## config.mk

```make
export PLATFORM = sky130hd
export DESIGN_NAME = div_unit_p_flat
export DESIGN_NICKNAME = d
export VERILOG_FILES = /design/src/rtl/div_if.sv /design/src/rtl/div_unit_p.sv /design/src/flat_wrapper.sv
export SDC_FILE = /design/constraint.sdc
export NUM_CORES = 1
export LEC_CHECK = 0
export CORE_ASPECT_RATIO = 0.8
export CORE_MARGIN = 4
export CORE_UTILIZATION = 50
export DETAILED_ROUTE_END_ITERATION = 12
export GPL_ROUTABILITY_DRIVEN = 1
export PLACE_DENSITY = 0.79
export REMOVE_ABC_BUFFERS = 1
export SLEW_MARGIN = 15
export SYNTH_ARGS = -nofsm -noshare
export SYNTH_HDL_FRONTEND = slang
export SYNTH_SLANG_ARGS = --single-unit
```

## constraint.sdc

```tcl
create_clock -name clk -period 10.3 [get_ports clk]
set_clock_uncertainty 0.05 [all_clocks]
set_input_delay 2.06 -clock clk [delete_from_list [all_inputs] [get_ports clk]]
set_output_delay 2.06 -clock clk [all_outputs]
set_load 0.01 [all_outputs]
```

## src/rtl/div_if.sv

```systemverilog
// Handshake bundle between the EX stage and the multi-cycle divider.
// The EX stage drives the operands and start/annul; the divider returns the result, ready and busy.
interface div_if #(
    parameter int WIDTH = 32
);
    logic               signed_div_i;
    logic [WIDTH-1:0]   opdata1_i;
    logic [WIDTH-1:0]   opdata2_i;
    logic               start_i;
    logic               annul_i;
    logic [2*WIDTH-1:0] result_o;
    logic               ready_o;
    logic               busy_o;

    modport master (
        output signed_div_i,
        output opdata1_i,
        output opdata2_i,
        output start_i,
        output annul_i,
        input  result_o,
        input  ready_o,
        input  busy_o
    );

    modport slave (
        input  signed_div_i,
        input  opdata1_i,
        input  opdata2_i,
        input  start_i,
        input  annul_i,
        output result_o,
        output ready_o,
        output busy_o
    );
endinterface

```

## src/rtl/div_unit_p.sv

```systemverilog
// Parametrised radix-2 restoring divider for the EX stage.
// The result is packed as {remainder, quotient}. The divider can be annulled, can finish early, and reports busy.
module div_unit_p #(
    parameter int WIDTH     = 32,
    parameter bit EARLY_OUT = 1'b1
) (
    input  logic   clk,
    input  logic   rst,
    div_if.slave   bus
);
    localparam int CW = $clog2(WIDTH + 1);

    typedef enum logic [1:0] {
        FREE,
        BYZERO,
        ON,
        END
    } state_t;

    state_t           state;
    logic [CW-1:0]    cnt;
    logic [WIDTH-1:0] rem;
    logic [WIDTH-1:0] dq;
    logic [WIDTH-1:0] dvs;
    logic             sgn1;
    logic             sgn2;

    logic             neg1;
    logic             neg2;
    logic [WIDTH-1:0] abs1;
    logic [WIDTH-1:0] abs2;
    logic [WIDTH:0]   rem_sh;
    logic [WIDTH:0]   trial;
    logic             q_bit;
    logic [WIDTH-1:0] q_fix;
    logic [WIDTH-1:0] r_fix;

    // Operand magnitudes are taken straight from the bus, so they are ready in FREE.
    always_comb begin
        neg1 = bus.signed_div_i & bus.opdata1_i[WIDTH-1];
        neg2 = bus.signed_div_i & bus.opdata2_i[WIDTH-1];
        abs1 = neg1 ? -bus.opdata1_i : bus.opdata1_i;
        abs2 = neg2 ? -bus.opdata2_i : bus.opdata2_i;
    end

    // One restoring step: bring down the next dividend bit and trial-subtract.
    always_comb begin
        rem_sh = {rem, dq[WIDTH-1]};
        trial  = rem_sh - {1'b0, dvs};
        q_bit  = ~trial[WIDTH];
    end

    // The sign flags are latched already masked by signed_div_i.
    always_comb begin
        q_fix = (sgn1 ^ sgn2) ? -dq : dq;
        r_fix = sgn1 ? -rem : rem;
    end

    always_ff @(posedge clk) begin
        if (rst) begin
            state        <= FREE;
            cnt          <= '0;
            rem          <= '0;
            dq           <= '0;
            dvs          <= '0;
            sgn1         <= 1'b0;
            sgn2         <= 1'b0;
            bus.result_o <= '0;
            bus.ready_o  <= 1'b0;
            bus.busy_o   <= 1'b0;
        end else begin
            unique case (state)
                FREE: begin
                    bus.ready_o  <= 1'b0;
                    bus.result_o <= '0;
                    if (bus.start_i && !bus.annul_i) begin
                        if (bus.opdata2_i == '0) begin
                            state      <= BYZERO;
                            bus.busy_o <= 1'b1;
                        end else if (EARLY_OUT && (abs1 < abs2)) begin
                            state        <= END;
                            bus.ready_o  <= 1'b1;
                            bus.result_o <= {bus.opdata1_i, {WIDTH{1'b0}}};
                        end else begin
                            state      <= ON;
                            bus.busy_o <= 1'b1;
                            cnt        <= '0;
                            rem        <= '0;
                            dq         <= abs1;
                            dvs        <= abs2;
                            sgn1       <= neg1;
                            sgn2       <= neg2;
                        end
                    end
                end
                BYZERO: begin
                    state        <= END;
                    bus.busy_o   <= 1'b0;
                    bus.ready_o  <= 1'b1;
                    bus.result_o <= '0;
                end
                ON: begin
                    if (bus.annul_i) begin
                        state      <= FREE;
                        bus.busy_o <= 1'b0;
                        cnt        <= '0;
                    end else if (cnt == CW'(WIDTH)) begin
                        state        <= END;
                        bus.busy_o   <= 1'b0;
                        bus.ready_o  <= 1'b1;
                        bus.result_o <= {r_fix, q_fix};
                        cnt          <= '0;
                    end else begin
                        rem <= q_bit ? trial[WIDTH-1:0] : rem_sh[WIDTH-1:0];
                        dq  <= {dq[WIDTH-2:0], q_bit};
                        cnt <= cnt + CW'(1);
                    end
                end
                END: begin
                    if (!bus.start_i) begin
                        state        <= FREE;
                        bus.ready_o  <= 1'b0;
                        bus.result_o <= '0;
                    end
                end
                default: begin
                    state        <= FREE;
                    bus.busy_o   <= 1'b0;
                    bus.ready_o  <= 1'b0;
                    bus.result_o <= '0;
                end
            endcase
        end
    end
endmodule

```

## src/flat_wrapper.sv

```systemverilog
// flat-port wrapper written by rule: the top's interface ports become plain ports
module div_unit_p_flat 
#(
    parameter int WIDTH     = 32,
    parameter bit EARLY_OUT = 1'b1
)
  (clk, rst, bus_signed_div_i, bus_opdata1_i, bus_opdata2_i, bus_start_i, bus_annul_i, bus_result_o, bus_ready_o, bus_busy_o);
  div_if #(.WIDTH(WIDTH)) bus_i ();
  input  logic clk;
  input  logic rst;
  input wire logic [$bits(bus_i.signed_div_i)-1:0] bus_signed_div_i;
  input wire logic [$bits(bus_i.opdata1_i)-1:0] bus_opdata1_i;
  input wire logic [$bits(bus_i.opdata2_i)-1:0] bus_opdata2_i;
  input wire logic [$bits(bus_i.start_i)-1:0] bus_start_i;
  input wire logic [$bits(bus_i.annul_i)-1:0] bus_annul_i;
  output wire logic [$bits(bus_i.result_o)-1:0] bus_result_o;
  output wire logic [$bits(bus_i.ready_o)-1:0] bus_ready_o;
  output wire logic [$bits(bus_i.busy_o)-1:0] bus_busy_o;
  assign bus_i.signed_div_i = bus_signed_div_i;
  assign bus_i.opdata1_i = bus_opdata1_i;
  assign bus_i.opdata2_i = bus_opdata2_i;
  assign bus_i.start_i = bus_start_i;
  assign bus_i.annul_i = bus_annul_i;
  assign bus_result_o = bus_i.result_o;
  assign bus_ready_o = bus_i.ready_o;
  assign bus_busy_o = bus_i.busy_o;
  div_unit_p #(.WIDTH(WIDTH), .EARLY_OUT(EARLY_OUT)) u_core (.clk(clk), .rst(rst), .bus(bus_i));
endmodule
```

* Word-level counts from Yosys, hierarchy flattened
Cells that the tools add are included.
** Word-level totals
- Flip-flop bits (word level) :: 172
- Bits of input ports :: 69
- Output and inout bits :: 66
- Word-level logic and storage cells :: 98
** Cells by class
- $add $sub $neg :: 6
- Magnitude comparators :: 1
- Equality and inequality tests :: 13
- Multiplexer cells :: 50
- Bitwise logic cells :: 6
- Reductions and logical operators :: 12
** Operators with widths (number)
- $mux W32 :: 15
- $mux W64 :: 6
- $pmux W64 S4 :: 1
- $neg A32 Y32 :: 4
- $pmux W32 S2 :: 2
- $sub A33 B32 Y33 :: 1
- $logic_not A32 Y1 :: 1
- $lt A32 B32 Y1 :: 1
- $mux W6 :: 5
- $mux W1 :: 12
- $pmux W6 S2 :: 1
- $reduce_and A4 Y1 :: 3
- $mux W2 :: 5
- $ne A2 B2 Y1 const B :: 5
- $pmux W2 S4 :: 1
- $add A6 B1 Y6 const B :: 1
- $eq A6 B6 Y1 const B :: 1
- $ne A3 B2 Y1 const B :: 2
- $reduce_and A3 Y1 :: 2
- $reduce_and A6 Y1 :: 1
- $eq A2 B2 Y1 const B :: 2
- $ne A2 B1 Y1 const B :: 2
- $pmux W1 S4 :: 1
- $not A1 Y1 :: 3
- other kinds (9) :: 10

* Logic depth before layout (Yosys ltp)
Gate-level depths: netlist of run 1.
- Depth after elaboration :: 7
- Gate-level depth with buffers :: 21
- Mapped depth without buffers :: 20

* Least setup slack after synthesis of run 1
No wires, ideal clock.
- Path kind :: input to register
- Start point :: input port bus_opdata2_i[5]
- End point :: register u_core.rem[26]
- Setup time :: 0.122 ns
- Arrival :: 5.755 ns
- Data required time :: 10.128 ns
- Path slack :: 4.373 ns
- Cell stages on the path :: 19
- Buffers on the path :: 1
- Cell sequence :: or3_1 -> nor2_1 -> nand3b_1 -> nor2b_1 -> and2_1 -> nand2_1 -> o41ai_1 -> nand2_1 -> ha_1 -> nand4_1 -> nor4_1 -> nand3_1 -> o22ai_1 -> or2_2 -> a21o_1 -> o21a_2 -> nor2_4 -> buf_4 -> a221o_1
** Between the ends
- Longest elaborated chain between the ends :: 5
- Elaborated cells between the ends (all ways) :: 7
- Those cells by class :: 1 x add/sub; 1 x order compare; 2 x eq/ne; 1 x mux; 2 x reduce/logical
** Ends and longest elaborated chain
- start: declaration :: line flat_wrapper.sv:13 : input wire logic [$bits(bus_i.opdata2_i)-1:0] bus_opdata2_i;
- $neg A32 Y32 :: line div_unit_p.sv:43 : abs2 = neg2 ? -bus.opdata2_i : bus.opdata2_i;
- $mux W32 :: line div_unit_p.sv:43
- $lt A32 B32 Y1 :: line div_unit_p.sv:80 : end else if (EARLY_OUT && (abs1 < abs2)) begin
- $ne A2 B2 Y1 (no line)
- $reduce_and A6 Y1 (no line) (*)
- end signal: assignment :: line div_unit_p.sv:114 : rem <= q_bit ? trial[WIDTH-1:0] : rem_sh[WIDTH-1:0];
- end: declaration :: line div_unit_p.sv:22 : logic [WIDTH-1:0] rem;
Mark *: on every way between the ends. The rest lies on a longest branch, timed or not.
A chain may end at the register's enable or synchronous reset.

* Worst setup path in the final report of run 1
- Start point :: input port bus_opdata2_i[8]
- End point :: register u_core.cnt[2]
** Between the ends
- Longest elaborated chain between the ends :: 5
- Elaborated cells between the ends (all ways) :: 7
- Those cells by class :: 1 x add/sub; 1 x order compare; 2 x eq/ne; 1 x mux; 2 x reduce/logical
** Ends and longest elaborated chain
- $neg A32 Y32 :: line div_unit_p.sv:43
- $mux W32 :: line div_unit_p.sv:43
- $lt A32 B32 Y1 :: line div_unit_p.sv:80
- $ne A2 B2 Y1 (no line)
- $reduce_and A4 Y1 (no line) (*)
- end signal: assignment :: line div_unit_p.sv:116 : cnt <= cnt + CW'(1);
- end: declaration :: line div_unit_p.sv:21 : logic [CW-1:0] cnt;
Marked as above.

==> metrics, run 1 <==
Setup WS pre-CTS 2.12 ns; Final Slew Violations 0; CTS tree done; Post-CTS Setup Bufs 0; cells along the critical path clkdlybuf4s50_1 -> or3_1 -> nor3_1 -> nor2b_1 -> and2_1 -> nand2_1 -> nor2_1 -> a21oi_1 -> xnor2_1 -> ha_1 -> nand4_1 -> nor4_1 -> nand3_1 -> o22ai_1 -> or2_2 -> and3_2 -> buf_4 -> a21o_1 -> nor2_1 -> o21ai_0 -> o21ai_0; clk slew on worst S/H paths 0.07 ns; register area share after synthesis 29.2%; Main synth FF type dfxtp_1; worst hold start u_core.bus.result_o[28]; Mapped Area 0.0118 mm^2; die width 180 um; drt wl/cell 18.5 um; top-count cell post-synth nor2_1; DRC violations left 0; area post-placement 0.0132 mm^2; share of post-route cells with drive strength above 1 4.50%; crit share post-route 79.6%; largest delay contributor family on the critical path simple AND/OR/NAND/NOR gates; Synth Area per Inst 7.84 um^2; Worst-Margin Slew 1.13 ns; fin crit period 8.20 ns; worst-case hold path end point u_core.bus.result_o[28]; largest net degree at the start of global routing 71; final hold violations 0; Post-synth EDFFs 0; critical path type input pin to register; Post-Syn Instances 1502; Fmax 0.122 GHz; Worst Setup Start Kind input pin; total iterations of the first detailed-routing run 6; Seq pwr share 28.4%; via count 11600; Lkg Pwr 5.36 nW; Seq. cell area 0.00344 mm^2; status complete, no violations; Switching Share 43.7%; Worst Path Max Fanout 67; initial DRC count 1172; Clock Power Share 19.9%; TNS Setup 0 ns; number of setup violations in the final report 0; die footprint 0.0261 mm^2; Comb power frac 51.8%; DP HPWL 26.3 mm; Final WS setup 2.10 ns; clock sinks 172; first-pass GRT wire length 56.7 mm; #FFs+latches synth 172; # port buffers 134; hold bufs inserted after CTS 0; Synth async-reset ratio 0%; Synth area leader dfxtp_1; P&R area growth vs syn 17.3%; relative slew slack 24.5%; synth unique cells 69; NumNets Final 1730; Critical Path Max Stage Delay 0.69 ns; maximum VDD drop 0.134 mV; vias per cell 6.07; Root Driver clkbuf_16; initial antenna violation count 1; yosys warns 0; Fillers 2033; Final GP Congestion 0.946; Inserted Clock Buffers 17; Worst Path Arrival 8.46 ns; Worst EP required 10.56 ns; CP max-delay cell nor3_1; FF-to-FF Start u_core.dq[31]; die height 145 um; share of the synthesized area in the top cell type 29.2%; Hold Path Class register to register; clock latency on the worst-skew pair 0.43 ns; R2R Setup Slk 5.91 ns; cells on worst reg2reg path 15; I/O pin total 135; global route overflow 0; number of global-route vias before repair 10800; Post-DRT Antenna Nets 0; P_sw 0.00138 W; top post-synthesis cells by count nor2_1 (222), dfxtp_1 (172), a21oi_1 (109), nand2_1 (98), o21ai_0 (93); RR Endpoint u_core.rem[23]; Post-Route WL 35.3 mm; power per cell area 229 mW/mm^2; worst-case clock buffer depth 2; Critical Path End Type register; post-CTS resize count 0; RSZ-0062 raised after global routing no; largest cells by area after synthesis dfxtp_1 (29%), ha_1 (7.9%), nor2_1 (7.1%); Pint 0.00178 W; area of the multi-input gates 0.00776 mm^2; max-cap check violation count 0; Initial Util 51.6%; # rows 49; hold depth 2; post-layout util 60.6%; Core ar. 0.0228 mm^2; Tot GR Track Use 26.1%; cell area after layout 0.0138 mm^2; htree depth 4; Ant. Diodes 0; crit path buf inv count 2
state kept, by name, summed over array words and instances (netlist names):
register and count:
u_core.bus.busy_o 1, u_core.bus.ready_o 1, u_core.bus.result_o 64, u_core.cnt 6
u_core.dq 32, u_core.dvs 32, u_core.rem 32, u_core.sgn1 1
u_core.sgn2 1, u_core.state 2
how the worst max path moves through the flow:
stage,startpoint,end,slack [ns],cells after the start
6_report,bus_opdata2_i[8],u_core.cnt[2],2.10,21
5_1_grt,bus_opdata2_i[8],u_core.cnt[2],1.86,21
4_1_cts,bus_opdata2_i[8],u_core.cnt[2],2.56,21
3_5_place_dp,bus_opdata2_i[8],u_core.cnt[2],2.12,20
3_3_place_gp,bus_opdata2_i[10],u_core.cnt[4],2.26,20
2_1_floorplan,bus_opdata2_i[5],u_core.bus.result_o[35],3.38,17
tightest hold or removal path, stage by stage, from the launching register on:
cell	delay (ns)
dfxtp_1	0.33
nand2_1	0.05
o21ai_0	0.05
layout by cell type (no fill, tap or decap), drive strengths merged, types with 16 or more instances in the layout:
cell type | synthesis | layout
ha | 74 | 74
dfxtp | 172 | 172
o21ai | 98 | 98
inv | 63 | 67
a22oi | 29 | 29
o31ai | 19 | 19
o211ai | 16 | 16
nor3 | 55 | 55
xor2 | 62 | 62
nand2b | 26 | 26
mux2i | 40 | 40
a21oi | 109 | 109
xnor2 | 87 | 87
clkdlybuf4s50 | 0 | 133
a211oi | 46 | 46
nor2 | 224 | 224
nand2 | 98 | 98
clkbuf | 60 | 19
nand3 | 18 | 18
a221oi | 33 | 33
power groups by stage:
| stage | sequential [W] | combinational, W | clock (W) |
|---|---|---|---|
| detailed placement | 0.000909 | 0.00161 | 0 |
| CTS | 0.000895 | 0.00162 | 0.000637 |
| global placement | 0.000903 | 0.00158 | 0 |
| floorplan | 0.000900 | 0.00113 | 0 |
| finish | 0.000898 | 0.00164 | 0.000629 |
| global route | 0.000915 | 0.00180 | 0.000662 |
layout make-up:
type	instances	share of cell area [%]
Tap cell	306	2.77
Multi-Input combinational cell	1185	56.2
Timing Repair Buffer	147	10.4
Sequential cell	172	24.9
Inverter	63	1.71
Clock buffer	19	3.21
Clock inverter	13	0.833
metal layers:
layer / vias to the layer above / global-route usage (%) / wire length [um]
li1: 5547 / - / -
met1: 5437 / 36.3 / 16000
met2: 504 / 40.6 / 15500
met3: 66 / 6.16 / 2960
met4: 2 / 7.69 / 850
met5: - / 0 / 14
cell families (layout without fill, tap and decap cells):
family | count (synthesis) | count (layout) | share of synthesized area, %
DFF | 172 | 172 | 29.2
and+or+nand+nor | 502 | 502 | 19.8
xor gates and xnor gates | 149 | 149 | 11.1
buffers and inverters | 145 | 242 | 5.18
AOI/OAI and AO/OA | 419 | 419 | 23.2
adders and majority gates | 75 | 75 | 8.03
muxes | 40 | 40 | 3.40
metrics by stage:
step	instances	hold WS, ns	total power (W)
after floorplan	1420	0.392	0.00203
after global placement	1873	0.386	0.00248
after detailed placement	1873	0.397	0.00252
after CTS	1905	0.413	0.00315
after global routing	1905	0.435	0.00338
final	1905	0.410	0.00317
(Power assumes the default switching activity.)
==> run 2: changes to the inputs <==
Settings changed: PLACE_DENSITY 0.79 to 0.82.
Clock period 10.3 ns to 7.4 ns, I/O delays scaled along.
==> run 2 against run 1 <==
  * Wire length rose by 2.6%
  * Critical path type unchanged
  * Core utilization rose by 0.49 points
  * Largest cell class unchanged
  * Highest routed layer is now met4
  * Sequential cell count did not move
  * Non-clock buffer count rose by 6
==> metrics, run 2 (synthesized netlist as in run 1, its figures left out) <==
clk slew on worst S/H paths 0.07 ns (about the same); total iterations of the first detailed-routing run 5 (-1); Final GP Congestion 0.969 (+2.4%); number of global-route vias before repair 10600 (-1.8%); power per cell area 322 mW/mm^2 (+41%); Post-Route WL 36.2 mm (+2.6%); Seq. cell area 0.00344 mm^2 (unchanged); largest net degree at the start of global routing 79 (+11%); crit share post-route 93.8%; TNS Setup 0 ns (unchanged); worst hold start u_core.bus.result_o[29]; hold bufs inserted after CTS 0 (unchanged); Switching Share 43.9% (+0.15 points); # rows 49 (unchanged); largest register by flop count u_core.bus.result_o; RSZ-0062 raised after global routing no; Final Slew Violations 0 (unchanged); Setup WS pre-CTS 0.285 ns (-1.84 ns); Comb power frac 52.0% (+0.2 points); vias per cell 6.05 (-0.19%); # port buffers 134 (unchanged); P_sw 0.00197 W (+42%); P&R area growth vs syn 18.3%; via count 11600 (+0.12%); maximum VDD drop 0.216 mV (+62%); most common cell after layout, fill and taps aside nor2_1; cells on worst reg2reg path 15 (unchanged); critical path type input pin to register; Largest register FFs 64 (unchanged); DP HPWL 27.2 mm (+3.4%); relative slew slack 31.0% (+6.5 points); Critical Path End Type register; Tot GR Track Use 26.5% (+0.34 points); cell area after layout 0.0139 mm^2 (+0.82%); Final WS setup 0.458 ns (-1.64 ns); Seq pwr share 27.9% (-0.5 points); initial antenna violation count 0 (-1); die footprint 0.0261 mm^2 (unchanged); final hold violations 0 (unchanged); Ant. Diodes 0 (unchanged); die height 145 um (unchanged); Worst EP required 7.69 ns (-2.87 ns); Worst Path Max Fanout 52 (-22%); Clock Power Share 20.2% (+0.3 points); status complete, no violations; Hold Path Class register to register; share of post-route cells with drive strength above 1 4.86% (+0.36 points); Root Driver clkbuf_16; Inserted Clock Buffers 17 (unchanged); area of the multi-input gates 0.00776 mm^2 (about the same); Worst Path Arrival 7.23 ns (-1.23 ns); FF-to-FF Start u_core.dq[31]; Core ar. 0.0228 mm^2 (unchanged); max-cap check violation count 0 (unchanged); Initial Util 51.6% (unchanged); htree depth 4 (unchanged); Fmax 0.144 GHz; initial DRC count 1109 (-5.4%); Worst-Margin Slew 1.03 ns (-0.105 ns); global route overflow 0 (unchanged); I/O pin total 135 (unchanged); Worst Setup Start Kind input pin; NumNets Final 1736 (+0.35%); worst-case hold path end point u_core.bus.result_o[29]; DRC violations left 0 (unchanged); Post-CTS Setup Bufs 0 (unchanged); Fillers 2014 (-0.93%); Pint 0.00252 W (+42%); clock sinks 172 (unchanged); CTS tree done; Overall Power 0.00449 W (+42%); drt wl/cell 18.9 um (+2.3%); commonest cells after routing, fill and taps aside nor2_1 (221), dfxtp_1 (172), clkdlybuf4s50_1 (133), a21oi_1 (108), nand2_1 (97); worst-case clock buffer depth 2 (unchanged); die width 180 um (unchanged); first-pass GRT wire length 57.1 mm (+0.63%); hold_ws 0.400 ns (-0.0100 ns); Lkg Pwr 5.42 nW (+1.1%); number of setup violations in the final report 0 (unchanged); R2R Setup Slk 3.02 ns (-2.89 ns); RR Endpoint u_core.rem[23]; hold depth 2 (unchanged); Post-DRT Antenna Nets 0 (unchanged); fin crit period 6.94 ns; post-CTS resize count 0 (unchanged); area post-placement 0.0133 mm^2 (+0.62%); clock latency on the worst-skew pair 0.44 ns (about the same)
-- run 2: metrics by stage --
step	util, %	std cells
2_1_floorplan	-	1420
3_5_place_dp	58.5	1879
4_1_cts	61.0	1911
6_report	61.1	1911
5_1_grt	61.1	1911
3_3_place_gp	58.5	1879
-- run 2: worst max-delay path by stage --
stage / slack (ns) / end / start
final: 0.46 / u_core.dvs[4] / bus_opdata2_i[10]
after global routing: 0.34 / u_core.cnt[0] / bus_opdata2_i[8]
after CTS: 0.72 / u_core.cnt[0] / bus_opdata2_i[10]
after detailed placement: 0.29 / u_core.cnt[0] / bus_opdata2_i[8]
after global placement: 0.35 / u_core.cnt[1] / bus_opdata2_i[10]
after floorplan: 1.06 / u_core.bus.result_o[35] / bus_opdata2_i[5]
-- run 2: cell type report --
type / count / area share [%]
Inverter: 63 / 1.70
Clock buffer: 20 / 3.28
Clock inverter: 12 / 0.889
Multi-Input combinational cell: 1185 / 55.8
Timing Repair Buffer: 153 / 10.9
Tap cell: 306 / 2.75
Sequential cell: 172 / 24.7
-- run 2: power by group through the flow --
| stage | logic (W) | registers, W | clock network (W) |
|---|---|---|---|
| 2_1_floorplan | 0.00158 | 0.00125 | 0 |
| 6_report | 0.00233 | 0.00125 | 0.000907 |
| 4_1_cts | 0.00230 | 0.00125 | 0.000914 |
| 3_3_place_gp | 0.00224 | 0.00126 | 0 |
| 3_5_place_dp | 0.00228 | 0.00126 | 0 |
| 5_1_grt | 0.00256 | 0.00127 | 0.000956 |
-- run 2: per-layer routing --
layer | vias up | part of all wire [%] | GRT usage, % | wire, um
met5 | - | 0 | 0 | 0
met4 | 0 | 2.6 | 7.58 | 925
met3 | 72 | 9.1 | 6.38 | 3310
met2 | 555 | 43 | 39.9 | 15500
met1 | 5378 | 45 | 37.8 | 16500
li1 | 5565 | - | - | -
-- run 2: worst max-delay path, cell delays in order --
cell and delay [ns]:
clkdlybuf4s50_1 0.46, or3_1 0.40, nor3_1 0.79, nor2b_1 0.33, and2_1 0.26, nand2_1 0.15
o41ai_1 0.56, nand2_1 0.14, ha_1 0.33, nand4_1 0.22, nor4_1 0.45, nand3_1 0.12
o22ai_1 0.19, or2_2 0.22, and3_2 0.47, buf_12 0.29, nor2_1 0.08, a211oi_1 0.25
